**config.mk**
```make
export PLATFORM = sky130hd
export DESIGN_NAME = fetch_stage_flat
export DESIGN_NICKNAME = d
export VERILOG_FILES = /design/src/rtl/fetch_stage_if.sv /design/src/rtl/fetch_stage.sv /design/src/flat_wrapper.sv
export SDC_FILE = /design/constraint.sdc
export NUM_CORES = 1
export LEC_CHECK = 0
export CAP_MARGIN = 5
export CORE_MARGIN = 10
export CORE_UTILIZATION = 55
export CTS_CLUSTER_DIAMETER = 50
export DETAILED_ROUTE_END_ITERATION = 12
export PLACE_DENSITY_LB_ADDON = 0.12
export SKIP_LAST_GASP = 1
export SYNTH_ARGS = -nofsm -noshare
export SYNTH_HDL_FRONTEND = slang
export SYNTH_SLANG_ARGS = --single-unit
export TNS_END_PERCENT = 100
```
**constraint.sdc**
```tcl
create_clock -name clk -period 5.2 [get_ports clk]
set_clock_uncertainty 0.2 [all_clocks]
set_input_delay 0.52 -clock clk [delete_from_list [all_inputs] [get_ports clk]]
set_output_delay 0.52 -clock clk [all_outputs]
set_load 0.005 [all_outputs]
```
**src/rtl/fetch_stage_if.sv**
```systemverilog
// Bus bundle between the fetch stage and its neighbours: the instruction
// memory, the branch-predict/forwarding controller and the EX/MEM resolver.
// The master side is the fetch stage itself.
interface fetch_stage_if #(
  parameter int CNT_W = 16
);
  logic [31:0]      imem_addr;
  logic [31:0]      imem_inst;
  logic             stall;
  logic             is_ctrl;
  logic             pred_taken;
  logic [31:0]      pred_target;
  logic             resolve_valid;
  logic             resolve_taken;
  logic [31:0]      resolve_target;
  logic [31:0]      IF_ID_pc;
  logic [31:0]      IF_ID_inst;
  logic             IF_ID_valid;
  logic             flush;
  logic             fetch_hold;
  logic             underflow_err;
  logic [CNT_W-1:0] br_cnt;
  logic [CNT_W-1:0] mis_cnt;

  modport master (
    output imem_addr, IF_ID_pc, IF_ID_inst, IF_ID_valid, flush, fetch_hold,
           underflow_err, br_cnt, mis_cnt,
    input  imem_inst, stall, is_ctrl, pred_taken, pred_target,
           resolve_valid, resolve_taken, resolve_target
  );

  modport slave (
    input  imem_addr, IF_ID_pc, IF_ID_inst, IF_ID_valid, flush, fetch_hold,
           underflow_err, br_cnt, mis_cnt,
    output imem_inst, stall, is_ctrl, pred_taken, pred_target,
           resolve_valid, resolve_taken, resolve_target
  );
endinterface

```
**src/rtl/fetch_stage.sv**
```systemverilog
// Instruction fetch stage with IF/ID register. Owns the PC, applies the
// controller's predicted redirect and load-use stall, tracks in-flight
// predictions in a small FIFO and recovers when EX/MEM reports a mispredict.
module fetch_stage #(
  parameter logic [31:0] RESET_PC = 32'h0000_0000,
  parameter int          DEPTH    = 4,
  parameter int          CNT_W    = 16
) (
  input logic          clk,
  input logic          rst,
  fetch_stage_if.master bus
);
  localparam int          PTR_W = (DEPTH > 1) ? $clog2(DEPTH) : 1;
  localparam int          CW    = $clog2(DEPTH + 1);
  localparam logic [31:0] NOP   = 32'h0000_0013;

  // Counters stick at all-ones instead of wrapping.
  function automatic logic [CNT_W-1:0] sat_inc(input logic [CNT_W-1:0] v);
    return (&v) ? v : v + CNT_W'(1);
  endfunction

  // Fetch (p0) and IF/ID (p1) state
  logic [31:0]      pc_p0;
  logic [31:0]      if_pc_p1;
  logic [31:0]      if_inst_p1;
  logic             vld_p1;

  // Prediction FIFO: control via pointers/count, payload in plain arrays
  logic [PTR_W-1:0] wr_ptr;
  logic [PTR_W-1:0] rd_ptr;
  logic [CW-1:0]    count;
  logic             fifo_taken [DEPTH];
  logic [31:0]      fifo_tgt   [DEPTH];
  logic [31:0]      fifo_pc    [DEPTH];

  logic             underflow;
  logic [CNT_W-1:0] br_cnt;
  logic [CNT_W-1:0] mis_cnt;

  logic             push;
  logic             pop;
  logic             hold;
  logic             do_push;
  logic             fifo_full;
  logic             fifo_empty;
  logic             head_taken;
  logic [31:0]      head_tgt;
  logic [31:0]      head_pc;
  logic             mispredict;
  logic [31:0]      correct_pc;

  // Handshake decode: push/pop qualification, hold and mispredict detection
  always_comb begin
    fifo_full  = (count == CW'(DEPTH));
    fifo_empty = (count == '0);
    push       = vld_p1 & bus.is_ctrl & ~bus.stall;
    pop        = bus.resolve_valid & ~fifo_empty;
    hold       = bus.stall | (push & fifo_full & ~pop);
    do_push    = push & ~hold;
    head_taken = fifo_taken[rd_ptr];
    head_tgt   = fifo_tgt[rd_ptr];
    head_pc    = fifo_pc[rd_ptr];
    mispredict = pop & ((head_taken != bus.resolve_taken) |
                        (bus.resolve_taken & (head_tgt != bus.resolve_target)));
    correct_pc = bus.resolve_taken ? bus.resolve_target : head_pc + 32'd4;
  end

  // PC, IF/ID, FIFO control and statistics; mispredict outranks hold outranks taken redirect
  always_ff @(posedge clk) begin
    if (rst) begin
      pc_p0      <= RESET_PC;
      if_pc_p1   <= '0;
      if_inst_p1 <= NOP;
      vld_p1     <= 1'b0;
      wr_ptr     <= '0;
      rd_ptr     <= '0;
      count      <= '0;
      underflow  <= 1'b0;
      br_cnt     <= '0;
      mis_cnt    <= '0;
    end else begin
      if (bus.resolve_valid & fifo_empty)
        underflow <= 1'b1;

      if (mispredict) begin
        pc_p0      <= correct_pc;
        if_inst_p1 <= NOP;
        vld_p1     <= 1'b0;
        wr_ptr     <= '0;
        rd_ptr     <= '0;
        count      <= '0;
        br_cnt     <= sat_inc(br_cnt);
        mis_cnt    <= sat_inc(mis_cnt);
      end else begin
        if (pop) begin
          rd_ptr <= rd_ptr + PTR_W'(1);
          br_cnt <= sat_inc(br_cnt);
        end
        if (do_push)
          wr_ptr <= wr_ptr + PTR_W'(1);
        count <= count + CW'(do_push) - CW'(pop);

        if (hold) begin
          pc_p0 <= pc_p0;
        end else if (push & bus.pred_taken) begin
          // The sequential word fetched behind a taken branch is squashed.
          pc_p0      <= bus.pred_target;
          if_inst_p1 <= NOP;
          vld_p1     <= 1'b0;
        end else begin
          pc_p0      <= pc_p0 + 32'd4;
          if_pc_p1   <= pc_p0;
          if_inst_p1 <= bus.imem_inst;
          vld_p1     <= 1'b1;
        end
      end
    end
  end

  // FIFO payload capture; a push only lands when no mispredict discards it
  always_ff @(posedge clk) begin
    if (do_push & ~mispredict) begin
      fifo_taken[wr_ptr] <= bus.pred_taken;
      fifo_tgt[wr_ptr]   <= bus.pred_target;
      fifo_pc[wr_ptr]    <= if_pc_p1;
    end
  end

  assign bus.imem_addr     = pc_p0;
  assign bus.IF_ID_pc      = if_pc_p1;
  assign bus.IF_ID_inst    = if_inst_p1;
  assign bus.IF_ID_valid   = vld_p1;
  assign bus.flush         = mispredict;
  assign bus.fetch_hold    = hold;
  assign bus.underflow_err = underflow;
  assign bus.br_cnt        = br_cnt;
  assign bus.mis_cnt       = mis_cnt;
endmodule

```
**src/flat_wrapper.sv**
```systemverilog
// flat-port wrapper written by rule: the top's interface ports become plain ports
module fetch_stage_flat 
#(
  parameter logic [31:0] RESET_PC = 32'h0000_0000,
  parameter int          DEPTH    = 4,
  parameter int          CNT_W    = 16
)
  (clk, rst, bus_imem_addr, bus_IF_ID_pc, bus_IF_ID_inst, bus_IF_ID_valid, bus_flush, bus_fetch_hold, bus_underflow_err, bus_br_cnt, bus_mis_cnt, bus_imem_inst, bus_stall, bus_is_ctrl, bus_pred_taken, bus_pred_target, bus_resolve_valid, bus_resolve_taken, bus_resolve_target);
  fetch_stage_if #(.CNT_W(CNT_W)) bus_i ();
  input logic clk;
  input logic rst;
  output wire logic [$bits(bus_i.imem_addr)-1:0] bus_imem_addr;
  output wire logic [$bits(bus_i.IF_ID_pc)-1:0] bus_IF_ID_pc;
  output wire logic [$bits(bus_i.IF_ID_inst)-1:0] bus_IF_ID_inst;
  output wire logic [$bits(bus_i.IF_ID_valid)-1:0] bus_IF_ID_valid;
  output wire logic [$bits(bus_i.flush)-1:0] bus_flush;
  output wire logic [$bits(bus_i.fetch_hold)-1:0] bus_fetch_hold;
  output wire logic [$bits(bus_i.underflow_err)-1:0] bus_underflow_err;
  output wire logic [$bits(bus_i.br_cnt)-1:0] bus_br_cnt;
  output wire logic [$bits(bus_i.mis_cnt)-1:0] bus_mis_cnt;
  input wire logic [$bits(bus_i.imem_inst)-1:0] bus_imem_inst;
  input wire logic [$bits(bus_i.stall)-1:0] bus_stall;
  input wire logic [$bits(bus_i.is_ctrl)-1:0] bus_is_ctrl;
  input wire logic [$bits(bus_i.pred_taken)-1:0] bus_pred_taken;
  input wire logic [$bits(bus_i.pred_target)-1:0] bus_pred_target;
  input wire logic [$bits(bus_i.resolve_valid)-1:0] bus_resolve_valid;
  input wire logic [$bits(bus_i.resolve_taken)-1:0] bus_resolve_taken;
  input wire logic [$bits(bus_i.resolve_target)-1:0] bus_resolve_target;
  assign bus_imem_addr = bus_i.imem_addr;
  assign bus_IF_ID_pc = bus_i.IF_ID_pc;
  assign bus_IF_ID_inst = bus_i.IF_ID_inst;
  assign bus_IF_ID_valid = bus_i.IF_ID_valid;
  assign bus_flush = bus_i.flush;
  assign bus_fetch_hold = bus_i.fetch_hold;
  assign bus_underflow_err = bus_i.underflow_err;
  assign bus_br_cnt = bus_i.br_cnt;
  assign bus_mis_cnt = bus_i.mis_cnt;
  assign bus_i.imem_inst = bus_imem_inst;
  assign bus_i.stall = bus_stall;
  assign bus_i.is_ctrl = bus_is_ctrl;
  assign bus_i.pred_taken = bus_pred_taken;
  assign bus_i.pred_target = bus_pred_target;
  assign bus_i.resolve_valid = bus_resolve_valid;
  assign bus_i.resolve_taken = bus_resolve_taken;
  assign bus_i.resolve_target = bus_resolve_target;
  fetch_stage #(.RESET_PC(RESET_PC), .DEPTH(DEPTH), .CNT_W(CNT_W)) u_core (.clk(clk), .rst(rst), .bus(bus_i));
endmodule
```
==> results.sh, run 1 <==
export IMPL_worst_setup_path_start_kind="flip-flop"
export IMPL_avgSynthCellArea_um2=12.30
export IMPL_critical_path_arrival_ns=4.16
export IMPL_maxCapViolations=0
export IMPL_critPathKind="flip-flop to primary output"
export IMPL_cts_tree="built"
export IMPL_routedWlPerCell_um=24.03
export IMPL_path_cells="mux4_2 > xnor2_1 > nand4_1 > nor4_1 > a211o_2 > inv_2 > clkdlybuf4s50_1"
export IMPL_fp_dieW_um=196.9
export IMPL_numPlacedInstances=1964
export IMPL_ir_worst_vdd_mv=0.2412
export IMPL_wirelength_um=49150
export IMPL_htree_num_levels=2
export IMPL_pwr_share_comb_pct=19.4
export IMPL_leakagePower_nw=6.973
export IMPL_via_per_inst=6.143
export IMPL_clk_pin_slew_worst_paths_ns=0.06
export IMPL_grt_remaining_overflow=0
export IMPL_p_switching_mw=2.414
export IMPL_holdBufCountCts=0
export IMPL_drtIter0Drc=1043
export IMPL_cts_inserted_buffers=44
export IMPL_die_h_um=196.9
export IMPL_power_share_sequential_pct=43.7
export IMPL_cts_setup_buffers=0
export IMPL_port_buffer_count=234
export IMPL_synth_distinct_cells=60
export IMPL_synth_edff_count=260
export IMPL_p_sw_share_pct=27.47
export IMPL_slew_viol_final=0
export IMPL_cp_slowest_cell="dfxtp_4"
export IMPL_finalNonFillerCells=2045
export IMPL_post_cts_resized=0
export IMPL_yosysWarnings=0
export IMPL_finalSetupViolCount=0
export IMPL_finalSetupTns_ns=0
export IMPL_fmax_mhz=205.0
export IMPL_initial_utilization_pct=55.94
export IMPL_power_density_nw_per_um2=410.0
export IMPL_clk_latency_ns=0.54
export IMPL_post_route_period_util_pct=93.79
export IMPL_cts_buffer_depth=3
export IMPL_async_flop_share_pct=0
export IMPL_fp_row_count=64
export IMPL_hold_ws_ns=0.2498
export IMPL_ios=235
export IMPL_num_antenna_cells=0
export IMPL_place_area_um2=19910
export IMPL_core_um2=30750
export IMPL_drt_pass1_iter_count=5
export IMPL_synth_main_ff_cell="edfxtp_1"
export IMPL_pwr_share_clk_pct=36.9
export IMPL_antenna_found_initial=1
export IMPL_area_growth_syn_to_layout_pct=24.61
export IMPL_antenna_left=0
export IMPL_seq_area_frac_synth_pct=61.57
export IMPL_fin_crit_ns=4.877
export IMPL_internal_power_mw=6.374
export IMPL_cp_slowest_stage_delay_ns=0.75
export IMPL_synth_cells=1398
export IMPL_hpwl_um=33470
export IMPL_critPathCaptureType="primary output"
export IMPL_status="complete, no violations"
export IMPL_syn_area_um2=17200
export IMPL_layout_common_cells="edfxtp_1 (260), clkdlybuf4s50_1 (232), dfxtp_1 (137)"
export IMPL_crit_fanout=37
export IMPL_worst_pin_slew_ns=1.018
export IMPL_grt_pass1_vias=12480
export IMPL_final_cell_area_um2=21430
export IMPL_vias=12560
export IMPL_hold_violations=0
export IMPL_gp_congestion=0.9105
export IMPL_nets=1728
export IMPL_drive_gt1_share_pct=10.49
export IMPL_drc=0
export IMPL_grt_max_degree=82
export IMPL_cts_sinks=399
export IMPL_max_slew_margin_pct=32.11
export IMPL_postSynthNetCount=1512
export IMPL_dieArea_um2=38750
export IMPL_synth_seq_cells=399
export IMPL_grt_setup_unrepaired="no"
export IMPL_critPathRequiredTime_ns=4.48
export IMPL_grt_pass1_wl_um=75180
export IMPL_globalRouteTotalUtil_pct=24.94
export IMPL_hp_class="flip-flop to flip-flop"
export IMPL_final_common_cell="edfxtp_1"
export IMPL_cts_root_buffer="clkbuf_16"
## final timing paths
path	depth (start not counted)	from	slack, ns	to
hold / removal	2	u_core.bus.IF_ID_inst[29]$_SDFFE_PP0N_	0.25	u_core.bus.IF_ID_inst[29]$_SDFFE_PP0N_
setup reg to reg	9	flip-flop	1.02	u_core.bus.imem_addr[23]$_SDFFE_PP0P_
setup / recovery	7	flip-flop	0.32	bus_flush
hold reg to reg	2	u_core.bus.IF_ID_inst[29]$_SDFFE_PP0N_	0.25	u_core.bus.IF_ID_inst[29]$_SDFFE_PP0N_
## registers in the layout, indices dropped and copies added (netlist names), 4 cells and up, named ones only
signal / flops
u_core.bus.IF_ID_inst: 32
u_core.bus.IF_ID_pc: 32
u_core.bus.br_cnt: 16
u_core.bus.imem_addr: 32
u_core.bus.mis_cnt: 16
u_core.fifo_pc: 128
u_core.fifo_taken: 4
u_core.fifo_tgt: 128
## power by group through the flow
stage               Sequential, mW  Clock (mW)  Combinational [mW]
global route                  3.87        3.40                1.84
global placement              3.89           0                1.68
finish                        3.84        3.24                1.70
detailed placement            3.90           0                1.71
CTS                           3.84        3.27                1.72
floorplan                     3.76           0                1.10
## cells in the mapped netlist, types with 10 or more instances
master	count	area, µm²
nand2b_1	10	62.56
and3_1	15	93.84
dfxtp_1	139	2783
xor2_1	24	210.2
nand3_1	96	480.5
a211oi_1	18	135.1
buf_4	10	75.07
nor2b_1	18	112.6
ha_1	10	125.1
xnor2_1	51	446.7
edfxtp_1	260	7807
nand2_1	94	352.8
o21ai_0	61	305.3
or3_1	12	75.07
mux4_2	55	1239
nor3_1	14	70.07
nand4_1	21	131.4
nor2_1	122	457.9
inv_1	23	86.33
mux2i_1	32	320.3
a31oi_1	16	100.1
clkbuf_1	61	229.0
a21oi_1	116	580.6
o22ai_1	20	125.1
buf_2	12	60.06
## cell type report
cell class,count,area [µm²]
Timing Repair Buffer,255,2555
Sequential cell,399,10600
Tap cell,396,495.5
Clock buffer,55,1194
Clock inverter,26,330.3
Multi-Input combinational cell,890,6172
Inverter,24,90.09
Fill cell,2199,9315
## routing by layer
layer  up-vias  GRT usage [%]  wire, µm
met5         -              0        18
met4         2          6.323      1143
met3        77          7.819      5112
met2       592          40.78     23760
met1      6193          31.71     19110
li1       5699              -         -
## critical path: cells and delay by family (launching register included)
kind / cells / cell delay (ns)
and+or+nand+nor: 2 / 0.76
buffers and inverters: 2 / 0.78
DFF: 1 / 0.75
AOI/OAI and AO/OA: 1 / 0.54
muxes: 1 / 0.59
xor gates and xnor gates: 1 / 0.15
## stage by stage
step           power, mW  util, %  worst slack [ns]
2_1_floorplan      4.865        -            0.7896
3_3_place_gp       5.579    64.75             1.037
3_5_place_dp       5.607    64.75            0.9594
4_1_cts            8.822    69.71            0.3937
5_1_grt            9.114    69.71           0.02230
6_report           8.788    69.71            0.3229
## cells by family (layout without fill, tap and decap cells)
kind of cell / after synthesis / count (layout) / share of synthesized area [%]
muxes: 94 / 94 / 9.521
DFF: 399 / 399 / 61.57
buffers and inverters: 109 / 360 / 2.728
and+or+nand+nor: 427 / 427 / 11.73
adders and majority gates: 11 / 11 / 0.8438
xor gates and xnor gates: 75 / 75 / 3.819
AOI/OAI and AO/OA: 283 / 283 / 9.798
Power figures use the tool's default switching activity.
==> run 2: changes to the inputs <==
--- a/config.mk
+++ b/config.mk
@@ -12,6 +12,7 @@
 export DETAILED_ROUTE_END_ITERATION = 12
 export PLACE_DENSITY_LB_ADDON = 0.12
 export SKIP_LAST_GASP = 1
+export SLEW_MARGIN = 20
 export SYNTH_ARGS = -nofsm -noshare
 export SYNTH_HDL_FRONTEND = slang
 export SYNTH_SLANG_ARGS = --single-unit
==> results of run 2 <==
No change in the layout: final DEF, timing and power equal those of run 1.
